===== src/rtl/ysyx_wb_arb.sv =====
// ysyx_wb_arb: NREQ-way writeback arbiter feeding one registered slot.
// Define YSYX_WB_ARB_RR_EN for round-robin grants; otherwise fixed priority (lowest index wins).
`ifndef YSYX_XLEN
`define YSYX_XLEN 64
`endif
module ysyx_wb_arb #(
  parameter int XLEN = `YSYX_XLEN,
  parameter int NREQ = 3
) (
  input  logic                 clock,
  input  logic                 reset,
  input  logic [NREQ-1:0]      req_valid,
  output logic [NREQ-1:0]      req_ready,
  input  logic [NREQ*5-1:0]    req_rd,
  input  logic [NREQ*XLEN-1:0] req_wdata,
  input  logic [NREQ*32-1:0]   req_pc,
  output logic                 out_valid,
  input  logic                 out_ready,
  output logic [4:0]           out_rd,
  output logic [XLEN-1:0]      out_wdata,
  output logic [31:0]          out_pc,
  output logic                 out_wen,
  output logic [1:0]           out_src,
  output logic [31:0]          out_retire_cnt
);
  localparam int PW = NREQ > 1 ? $clog2(NREQ) : 1;
  localparam logic [PW:0] NQ = (PW+1)'(NREQ);
  logic [4:0]      rd_a [NREQ];
  logic [XLEN-1:0] wd_a [NREQ];
  logic [31:0]     pc_a [NREQ];
  logic [NREQ-1:0] rot;
  logic [PW-1:0]   off;
  logic [PW-1:0]   win;
  logic            hit;
  logic            slot_free;
  logic            xfer;
  for (genvar i = 0; i < NREQ; i++) begin : g_split
    assign rd_a[i] = req_rd[i*5 +: 5];
    assign wd_a[i] = req_wdata[i*XLEN +: XLEN];
    assign pc_a[i] = req_pc[i*32 +: 32];
  end
  // rot holds the valids rotated so that bit 0 is the current highest-priority requester
  always_comb begin
    off = '0;
    hit = 1'b0;
    for (int k = NREQ - 1; k >= 0; k--)
      if (rot[k]) begin
        off = PW'(k);
        hit = 1'b1;
      end
  end
`ifdef YSYX_WB_ARB_RR_EN
  logic [PW-1:0]     ptr;
  logic [2*NREQ-1:0] dbl;
  logic [PW:0]       sum;
  assign dbl = {req_valid, req_valid} >> ptr;
  assign rot = dbl[NREQ-1:0];
  assign sum = {1'b0, ptr} + {1'b0, off};
  assign win = sum >= NQ ? PW'(sum - NQ) : sum[PW-1:0];
  always_ff @(posedge clock or negedge reset)
    if (!reset) ptr <= '0;
    else if (xfer) ptr <= {1'b0, win} == NQ - 1'b1 ? '0 : win + 1'b1;
`else
  assign rot = req_valid;
  assign win = off;
`endif
  assign slot_free = !out_valid || out_ready;
  assign xfer      = reset && slot_free && hit;
  assign req_ready = xfer ? {{(NREQ-1){1'b0}}, 1'b1} << win : '0;
  always_ff @(posedge clock or negedge reset)
    if (!reset) begin
      out_valid      <= 1'b0;
      out_rd         <= '0;
      out_wdata      <= '0;
      out_pc         <= '0;
      out_wen        <= 1'b0;
      out_src        <= '0;
      out_retire_cnt <= '0;
    end else begin
      if (out_valid && out_ready) out_retire_cnt <= out_retire_cnt + 32'd1;
      if (xfer) begin
        out_valid <= 1'b1;
        out_rd    <= rd_a[win];
        out_wdata <= wd_a[win];
        out_pc    <= pc_a[win];
        out_wen   <= |rd_a[win];
        out_src   <= 2'(win);
      end else if (out_ready) out_valid <= 1'b0;
    end
endmodule


===== config.mk =====
export PLATFORM = sky130hd
export DESIGN_NAME = ysyx_wb_arb
export DESIGN_NICKNAME = d
export VERILOG_FILES = /design/src/rtl/ysyx_wb_arb.sv
export SDC_FILE = /design/constraint.sdc
export NUM_CORES = 1
export LEC_CHECK = 0
export CAP_MARGIN = 20
export CORE_AREA = 2 2 174 176
export CTS_CLUSTER_DIAMETER = 150
export DETAILED_ROUTE_END_ITERATION = 8
export DIE_AREA = 0 0 176 178
export GPL_TIMING_DRIVEN = 0
export HOLD_SLACK_MARGIN = 0.1
export SYNTH_ARGS = -nofsm -noshare
export SYNTH_HDL_FRONTEND = slang
export SYNTH_SLANG_ARGS = --single-unit

===== constraint.sdc =====
create_clock -name clock -period 2.1 [get_ports clock]
set_input_delay 0.42 -clock clock [delete_from_list [all_inputs] [get_ports clock]]
set_output_delay 0.42 -clock clock [all_outputs]
set_load 0.03 [all_outputs]

==> results of run 1 <==
## timing repair
action,4_1_cts,5_1_grt
setup endpoints to repair,94,31
resized for setup,44,14
pin swaps,3,1
hold buffers,5,0
cloned,3,0
hold endpoints to repair,83,0
buffers inserted,10,3
## cell type report
cell class	instances	area (um^2)
inverters	1	3.75
clock inverters	15	153
flip-flops and latches	137	3430
repair buffers	469	4810
plain buffers	51	324
clock buffers	17	425
fillers	2885	16600
multi-input cells	518	3130
well taps	390	488
## flip-flops by register name (all words and copies together), names as in the netlist
| signal | cells |
|---|---|
| out_wdata | 64 |
| out_pc | 32 |
| out_retire_cnt | 32 |
| out_rd | 5 |
| out_src | 2 |
| out_valid | 1 |
| out_wen | 1 |
## cells by family (layout without fill, tap and decap cells)
group / count (synthesis) / count (layout) / share of synthesized area
AOI/OAI and AO/OA: 209 / 209 / 0.231
buffers and inverters: 58 / 553 / 0.0459
xor gates and xnor gates: 31 / 31 / 0.0398
adders and majority gates: 1 / 1 / 0.00183
muxes: 1 / 1 / 0.00165
DFF: 137 / 137 / 0.503
and+or+nand+nor: 276 / 276 / 0.177
## layer usage
| layer | wire length (um) | vias to the layer above |
|---|---|---|
| met3 | 2360 | 36 |
| met1 | 13200 | 3654 |
| met4 | 736 | 0 |
| li1 | - | 3557 |
| met2 | 15700 | 309 |
| met5 | 0 | - |
## critical path: stages
cell and delay, ns:
clkdlybuf4s50_1 0.45, nand2b_1 0.20, buf_6 0.16, clkbuf_8 0.17, nor2_4 0.10, buf_6 0.15
## final timing paths
kind | to | depth (start not counted) | start
worst max-delay path | req_ready[1] | 6 | req_valid[0]
worst min-delay path | out_valid | 4 | reset
worst max register to register | out_wdata[63] | 7 | out_valid
worst min register to register | out_retire_cnt[31] | 1 | out_retire_cnt[31]
max in group asynchronous | out_valid | 3 | reset
min in group asynchronous | out_retire_cnt[25] | 3 | reset
## layout by cell type, fill, tap and decap left out, drive strengths merged, types with 2 or more instances in the layout
cell type        n
nand4            7
dlygate4sd2      2
xor2             9
nand2b           3
bufbuf           3
and4             5
inv             11
clkdlybuf4s50  441
a21oi           96
clkinvlp         3
a221o           96
or3              2
nor3             2
nor2            16
clkbuf          38
o21a             2
nor4bb           3
and2             3
nand2          212
dlygate4sd3      3
buf             50
a21o             4
xnor2           22
and3             7
o21ai            5
nand3           12
dfrtp          137
a221oi           3
## power breakdown
group | internal, mW | switching, mW
combinational | 1.69 | 1.70
clock | 1.68 | 1.41
sequential | 3.04 | 0.299
==> run metrics, run 1 <==
status completed; Pre-antenna DRT Iters 5; Area Growth Syn to Fin 87.0%; WL/cell 20.1 um; dominant cell type by area after synthesis dfrtp_1; clk sinks 137; Max clock buf depth 2; Iter 0 DRT Violations 381; top cells by count, synth nand2_1 (211), dfrtp_1 (137), a21oi_1 (96), a221o_1 (96), buf_2 (25); final core occ 0.434; crit end category output port; placed insts 1,551; DIE AREA 31,300 um^2; IO buf count 447; DP HPWL approximately 24,000 um; setup TNS 0 ns; pwr/cell area 770 nW/um^2; TritonCTS Buffers 17; FFs w/ async S/R, synth 1.00; final hold slack 0.329 ns; Tot Pwr 9.82 mW; Initial Utilization 0.232; drc violations 0; clk_skew between 0.01 and 0.015 ns; finished layout cell area 12,800 um^2; Max Cap Viol 0; Die Wd approximately 180 um; global route total overflow 0; WS Path Type primary input to output port; Hold Vio Cnt, Final 0; max-slew violation count 0; largest net degree at the start of global routing 37; vias per cell 4.73; Hold WC Path Type primary input to register; leakage power between 5 and 6 nW; Worst Tran Pin Value ~0.83 ns; Final Critical Period 2.08 ns; CP Max Fanout 10; Synth top area share 0.503; root buf cell clkbuf_16; GP Congestion 0.860; H-Tree Level Count 4; antenna violations before repair 0; largest cells by area after synthesis dfrtp_1 (50%), a221o_1 (14%), nand2_1 (12%); number of diodes 0; most frequent cell after synthesis nand2_1; Die Ht roughly 180 um; Netlist Area Pre-Place 6820 um^2; YS warnings 0; DP Area 11,800 um^2; nets@finish 1,505; GR Util met1 0.239; Final setup viols 0; post-synthesis sequential area ratio 0.503; library cells used by synthesis 44; GRT busiest layer met2; Req. time, crit path 1.68 ns; Register-to-Register Setup Slack 0.23 ns; All-Layer GR Usage 0.198; pre-CTS WS -1.41 ns; RSZ-0062 raised after global routing yes; Post-Syn Area per Cell 9.57 um^2; first-pass GRT wire length 46,400 um; met3 usage 0.0529; CORE AREA 29,400 um^2; prevailing post-synth register cell dfrtp_1; layout cell share with drive strength beyond 1 0.0911; syn_nets 1,023; worst skew pair latency 0.43 ns; Routed Wire Length 32,000 um; Setup crit start kind primary input; Post-synth EDFFs 0; Synth Register Bits 137; io pins 449; Max Clk Rate just under 500 MHz; GRT met2 Usage 0.343; Antenna Nets Post-Route 0; via count about 7,600; CTS clk-pin slew, worst paths 0.06 ns; CTS tree done; Mapped Cells 713; Finished Layout Cells 1,598; Max VDD drop 0.484 mV; Rows 63; number of global-route vias before repair roughly 7,700; final worst slack roughly 0.020 ns; period utilization 0.990; CP arrival 1.66 ns; max_slew headroom 0.442
(Power assumes the default switching activity.)
==> run 2, diff against run 1 <==
--- a/config.mk
+++ b/config.mk
@@ -12,6 +12,7 @@
 export DIE_AREA = 0 0 176 178
 export GPL_TIMING_DRIVEN = 0
 export HOLD_SLACK_MARGIN = 0.1
+export PLACE_DENSITY_LB_ADDON = 0.12
 export SYNTH_ARGS = -nofsm -noshare
 export SYNTH_HDL_FRONTEND = slang
 export SYNTH_SLANG_ARGS = --single-unit
==> run metrics, run 2 (synthesized netlist as in run 1, its figures left out) <==
via count 7,328 (was 7,556); Die Ht 178 um (unchanged); Worst Tran Pin Value 0.546 ns (was 0.835 ns); leakage power 5.25 nW (was 5.37 nW); max-slew violation count 0 (unchanged); RR Startpoint out_valid (unchanged); global route total overflow 0 (unchanged); commonest non-fill, non-tap cells in the layout clkdlybuf4s50_1 (439), nand2_1 (211), dfrtp_1 (136) (was clkdlybuf4s50_1 (441), nand2_1 (211), dfrtp_1 (136)); CP Max Fanout 4 (was 10); finished layout cell area 12,500 um^2 (was 12,800 um^2); Setup crit start kind register (was primary input); Hold Vio Cnt, Final 63 (was 0); pwr/cell area 765 nW/um^2 (was 770 nW/um^2); Iter 0 DRT Violations 337 (was 381); commonest non-fill, non-tap cell in the layout clkdlybuf4s50_1 (unchanged); clk sinks 137 (unchanged); largest net degree at the start of global routing 77 (was 37); CP arrival 1.61 ns (was 1.66 ns); Largest regs out_wdata x64, out_pc x32, out_retire_cnt x32 (unchanged); Max Cap Viol 0 (unchanged); final core occ 0.426 (was 0.434); crit end category output port (unchanged); Hold WC Path Type primary input to async pin (was primary input to register); CORE AREA 29,400 um^2 (unchanged); Final setup viols 0 (unchanged); metal3 WL 2410 um (was 2360 um); Req. time, crit path 1.68 ns (about the same); CTS tree done (unchanged); uppermost layer routed met4 (unchanged); Max VDD drop 0.468 mV (was 0.484 mV); CP cell instances buf_4 > clkdlybuf4s50_1 (was clkdlybuf4s50_1 > nand2b_1 > buf_6 > clkbuf_8 > nor2_4 > buf_6); WS Path Type register to output port (was primary input to output port); first-pass GRT wire length 44,500 um (was 46,400 um); Rows 63 (unchanged); DIE AREA 31,300 um^2 (unchanged); H-Tree Level Count 4 (unchanged); clk_skew 0.0106 ns (was 0.0121 ns); Pre-antenna DRT Iters 5 (unchanged); worst skew pair latency 0.42 ns (was 0.43 ns); drc violations 0 (unchanged); Area Growth Syn to Fin 83.7% (was 87.0%); Max clock buf depth 2 (unchanged); period utilization 0.967 (was 0.990); number of global-route vias before repair 7,424 (was 7,676); Tot Pwr 9.59 mW (was 9.82 mW); root buf cell clkbuf_16 (unchanged); vias per cell 4.61 (was 4.73); DP Area 11,800 um^2 (about the same); violated checks negative hold slack; status finished, violations left (was completed); Routed Wire Length 30,600 um (was 32,000 um); CTS clk-pin slew, worst paths 0.07 ns (was 0.06 ns); RSZ-0062 raised after global routing no (was yes); Crit path largest cell delay 0.69 ns (was 0.45 ns); Die Wd 176 um (unchanged); Antenna Nets Post-Route 0 (unchanged); largest register by flop count out_wdata (unchanged); io pins 449 (unchanged); WL/cell 19.2 um (was 20.1 um); Initial Utilization 0.232 (unchanged); All-Layer GR Usage 0.189 (was 0.198); max reg flops 64 (unchanged); Worst Setup SP out_valid (was req_valid[0]); Metal-1 WL 12,500 um (was 13,200 um); length of routed met2 wiring 15,200 um (was 15,700 um); max_slew headroom 0.636 (was 0.442); layout cell share with drive strength beyond 1 0.0792 (was 0.0911); antenna violations before repair 0 (unchanged); final hold slack -0.127 ns (was 0.329 ns); DP HPWL 23,100 um (was 23,800 um); Max Clk Rate 492 MHz (was 481 MHz); nets@finish 1,496 (was 1,505); TritonCTS Buffers 17 (unchanged); GP Congestion 0.818 (was 0.860); IO buf count 447 (unchanged); slowest library cell on the worst path clkdlybuf4s50_1 (unchanged); Final Critical Period 2.03 ns (was 2.08 ns)
[run 2: layout make-up]
class                   instances  area, um^2
flip-flops and latches        137        3430
diodes                          1        2.50
multi-input cells             518        3110
fillers                      2936       16900
well taps                     390         488
clock buffers                  17         425
inverters                       1        3.75
repair buffers                457        4610
plain buffers                  54         328
clock inverters                15         130
[run 2: repair_timing]
item | 4_1_cts | 5_1_grt
setup endpoints to repair | 24 | 3
hold endpoints to repair | 63 | 63
gates resized for setup | 41 | 5
pin swaps | 3 | 0
buffers inserted | 9 | 0
[run 2: path summary, 6_finish.rpt]
| kind | to | slack (ns) | cells past startpoint |
|---|---|---|---|
| max | out_valid | 0.07 | 2 |
| min | out_wdata[15] | -0.13 | 1 |
| max reg2reg | out_wdata[26] | 0.18 | 8 |
| min reg2reg | out_retire_cnt[31] | 0.47 | 1 |
| max in group asynchronous | out_valid | 1.44 | 2 |
| min in group clock | out_retire_cnt[31] | 0.47 | 1 |
[run 2: worst max-delay path, delay by kind of cell (launching register included)]
kind	cells	cell delay (ns)
buffers and inverters	2	0.82
flip-flops	1	0.38
[run 2: metal layers]
metal / global-route usage / vias to the layer above
met2: 0.327 / 288
met1: 0.225 / 3476
met5: 0 / -
met4: 0.0448 / 0
li1: - / 3540
met3: 0.0652 / 24
[run 2: power breakdown]
group	total, mW	internal, mW	switching, mW	leakage [nW]
sequential	3.32	3.04	0.279	1.74
clock	2.94	1.56	1.38	0.264
combinational	3.32	1.64	1.68	3.25
total	9.59	6.25	3.34	5.25
[run 2: per-stage QoR]
stage          setup TNS, ns  instances  setup slack [ns]
6_report                   0       1590            0.0683
2_1_floorplan              0        713            0.0702
3_5_place_dp          -37.35       1551             -1.10
4_1_cts                    0       1589            0.0209
5_1_grt                    0       1589           0.00464
3_3_place_gp        -1444.82       1550             -6.80
==> run 3, diff against run 2 <==
--- a/config.mk
+++ b/config.mk
@@ -5,12 +5,13 @@
 export SDC_FILE = /design/constraint.sdc
 export NUM_CORES = 1
 export LEC_CHECK = 0
+export ABC_CLOCK_PERIOD_IN_PS = 2100
 export CAP_MARGIN = 20
 export CORE_AREA = 2 2 174 176
 export CTS_CLUSTER_DIAMETER = 150
 export DETAILED_ROUTE_END_ITERATION = 8
 export DIE_AREA = 0 0 176 178
-export GPL_TIMING_DRIVEN = 0
+export GPL_TIMING_DRIVEN = 1
 export HOLD_SLACK_MARGIN = 0.1
 export PLACE_DENSITY_LB_ADDON = 0.12
 export SYNTH_ARGS = -nofsm -noshare
==> run metrics, run 3 (synthesized netlist as in run 1, its figures left out) <==
Initial Utilization 0.232 (unchanged); Tot Pwr 9.80 mW (was 9.59 mW); final worst slack 0.0241 ns (was 0.0683 ns); WL/cell 19.1 um (was 19.2 um); Routed Wire Length 30,400 um (was 30,600 um); Pre-antenna DRT Iters 5 (unchanged); placed insts 1,559 (was 1,551); Worst Tran Pin Value 0.873 ns (was 0.546 ns); CP cell instances clkdlybuf4s50_1 > nand2b_4 > and2_4 > and3_4 > buf_4 (was buf_4 > clkdlybuf4s50_1); sw power 3.36 mW (was 3.34 mW); largest net degree at the start of global routing 139 (was 77); All-Layer GR Usage 0.189 (about the same); drc violations 0 (unchanged); Register-to-Register Setup Slack 0.33 ns (was 0.18 ns); clk_skew 0.0126 ns (was 0.0106 ns); layout cell share with drive strength beyond 1 0.0997 (was 0.0792); Iter 0 DRT Violations 341 (was 337); number of diodes 0 (was 1); leakage power 5.44 nW (was 5.25 nW); final hold slack 0.106 ns (was -0.127 ns); commonest non-fill, non-tap cell in the layout clkdlybuf4s50_1 (unchanged); CP bufs+invs 2 (unchanged); CORE AREA 29,400 um^2 (unchanged); max reg flops 64 (unchanged); clock group share of total power 0.315 (was 0.307); Crit path largest cell delay 0.50 ns (was 0.69 ns); slowest library cell on the worst path clkdlybuf4s50_1 (unchanged); Largest regs out_wdata x64, out_pc x32, out_retire_cnt x32 (unchanged); WS Path Type primary input to output port (was register to output port); final core occ 0.436 (was 0.426); antenna violations before repair 0 (unchanged); root buf cell clkbuf_16 (unchanged); Hold WC Path Type primary input to async pin (unchanged); switching part of the total 0.343 (was 0.348); pwr/cell area 765 nW/um^2 (about the same); pre-CTS WS -0.215 ns (was -1.10 ns); commonest non-fill, non-tap cells in the layout clkdlybuf4s50_1 (441), nand2_1 (211), dfrtp_1 (137) (was clkdlybuf4s50_1 (439), nand2_1 (211), dfrtp_1 (136)); Final Critical Period 2.08 ns (was 2.03 ns); Max Clk Rate 482 MHz (was 492 MHz); CP arrival 1.66 ns (was 1.61 ns); Setup crit start kind primary input (was register); global route total overflow 0 (unchanged); CTS tree done (unchanged); Max clock buf depth 2 (unchanged); GP Congestion 0.804 (was 0.818); crit-path leading delay family buffers and inverters (unchanged); DIE AREA 31,300 um^2 (unchanged); period utilization 0.989 (was 0.967); sequential power share 0.340 (was 0.346); vias per cell 4.65 (was 4.61); RSZ-0062 raised after global routing yes (was no); CTS clk-pin slew, worst paths 0.08 ns (was 0.07 ns); max-slew violation count 0 (unchanged); crit end category output port (unchanged); Hold Vio Cnt, Final 0 (was 63); Die Ht 178 um (unchanged); via count 7,415 (was 7,328); worst skew pair latency 0.43 ns (was 0.42 ns); DP HPWL 22,600 um (was 23,100 um); io pins 449 (unchanged); CP Max Fanout 3 (was 4); IO buf count 448 (was 447); H-Tree Level Count 4 (unchanged); largest register by flop count out_wdata (unchanged); Rows 63 (unchanged); first-pass GRT wire length 44,900 um (was 44,500 um); number of global-route vias before repair 7,586 (was 7,424); Antenna Nets Post-Route 0 (unchanged); Req. time, crit path 1.68 ns (about the same); Max Cap Viol 0 (unchanged); max_slew headroom 0.418 (was 0.636); RR Startpoint out_valid (unchanged); Register-to-Register Path Depth 6 (was 8); r2r endpoint out_wdata[58] (was out_wdata[26]); TritonCTS Buffers 17 (unchanged); Comb pwr share 0.346 (about the same); Die Wd 176 um (unchanged); nets@finish 1,501 (was 1,496); Final setup viols 0 (unchanged); status completed (was finished, violations left); Area Growth Syn to Fin 87.9% (was 83.7%); Int Power 6.44 mW (was 6.25 mW); Finished Layout Cells 1,594 (was 1,590); Max VDD drop 0.558 mV (was 0.468 mV); clk sinks 137 (unchanged)
-- run 3: cell types whose count changed in the layout (fill, tap and decap cells not counted), sizes merged --
cell / previous run / this run
clkbuf: 39 / 17
diode: 1 / 0
clkinvlp: 4 / 3
dlymetal6s2s: 1 / 3
bufinv: 0 / 1
buf: 46 / 72
clkdlybuf4s50: 439 / 441
dlygate4sd2: 3 / 0
-- run 3: metal layers --
layer	up-vias	share of wire	track usage
met1	3565	0.40	0.230
met2	290	0.51	0.331
met4	0	0.013	0.0448
met3	20	0.076	0.0550
li1	3540	-	-
met5	-	0	0
-- run 3: cell type report --
cell class | instances | area (um^2)
tap | 390 | 488
fill | 2864 | 16600
clock buffer | 17 | 425
clock inverter | 15 | 153
sequential | 137 | 3430
multi-input combinational | 518 | 3120
timing repair buffer | 516 | 5200
inverter | 1 | 3.75
-- run 3: worst max-delay path by stage --
stage	slack [ns]	to	cells past startpoint	startpoint
2_1_floorplan	0.07	req_ready[1]	6	out_valid
3_3_place_gp	-0.21	out_pc[5]	8	req_valid[0]
3_5_place_dp	-0.21	out_pc[5]	8	req_valid[0]
4_1_cts	0.003	req_ready[0]	5	req_valid[1]
5_1_grt	-0.02	req_ready[2]	5	out_ready
6_report	0.02	req_ready[2]	5	out_ready
-- run 3: through the flow --
| stage | TNS, ns | instance area, um^2 |
|---|---|---|
| 3_5_place_dp | -10.18 | 12200 |
| 2_1_floorplan | 0 | 6820 |
| 3_3_place_gp | -9.10 | 12200 |
| 4_1_cts | 0 | 12800 |
| 6_report | 0 | 12800 |
| 5_1_grt | -0.0210 | 12800 |
-- run 3: power by group through the flow --
stage,Clock (mW),Sequential (mW),Combinational [mW]
5_1_grt,3.31,3.39,3.59
3_3_place_gp,0,3.37,3.41
4_1_cts,3.19,3.33,3.43
3_5_place_dp,0,3.36,3.42
6_report,3.08,3.33,3.39
2_1_floorplan,0,4.15,0.730
-- run 3: what timing repair did --
| item | in CTS | in global routing |
|---|---|---|
| pin swaps | 1 | 0 |
| hold buffers | 0 | 0 |
| hold endpoints to repair | 0 | 0 |
| setup endpoints to repair | 3 | 4 |
| buffers inserted | 1 | 2 |
| resized for setup | 3 | 5 |
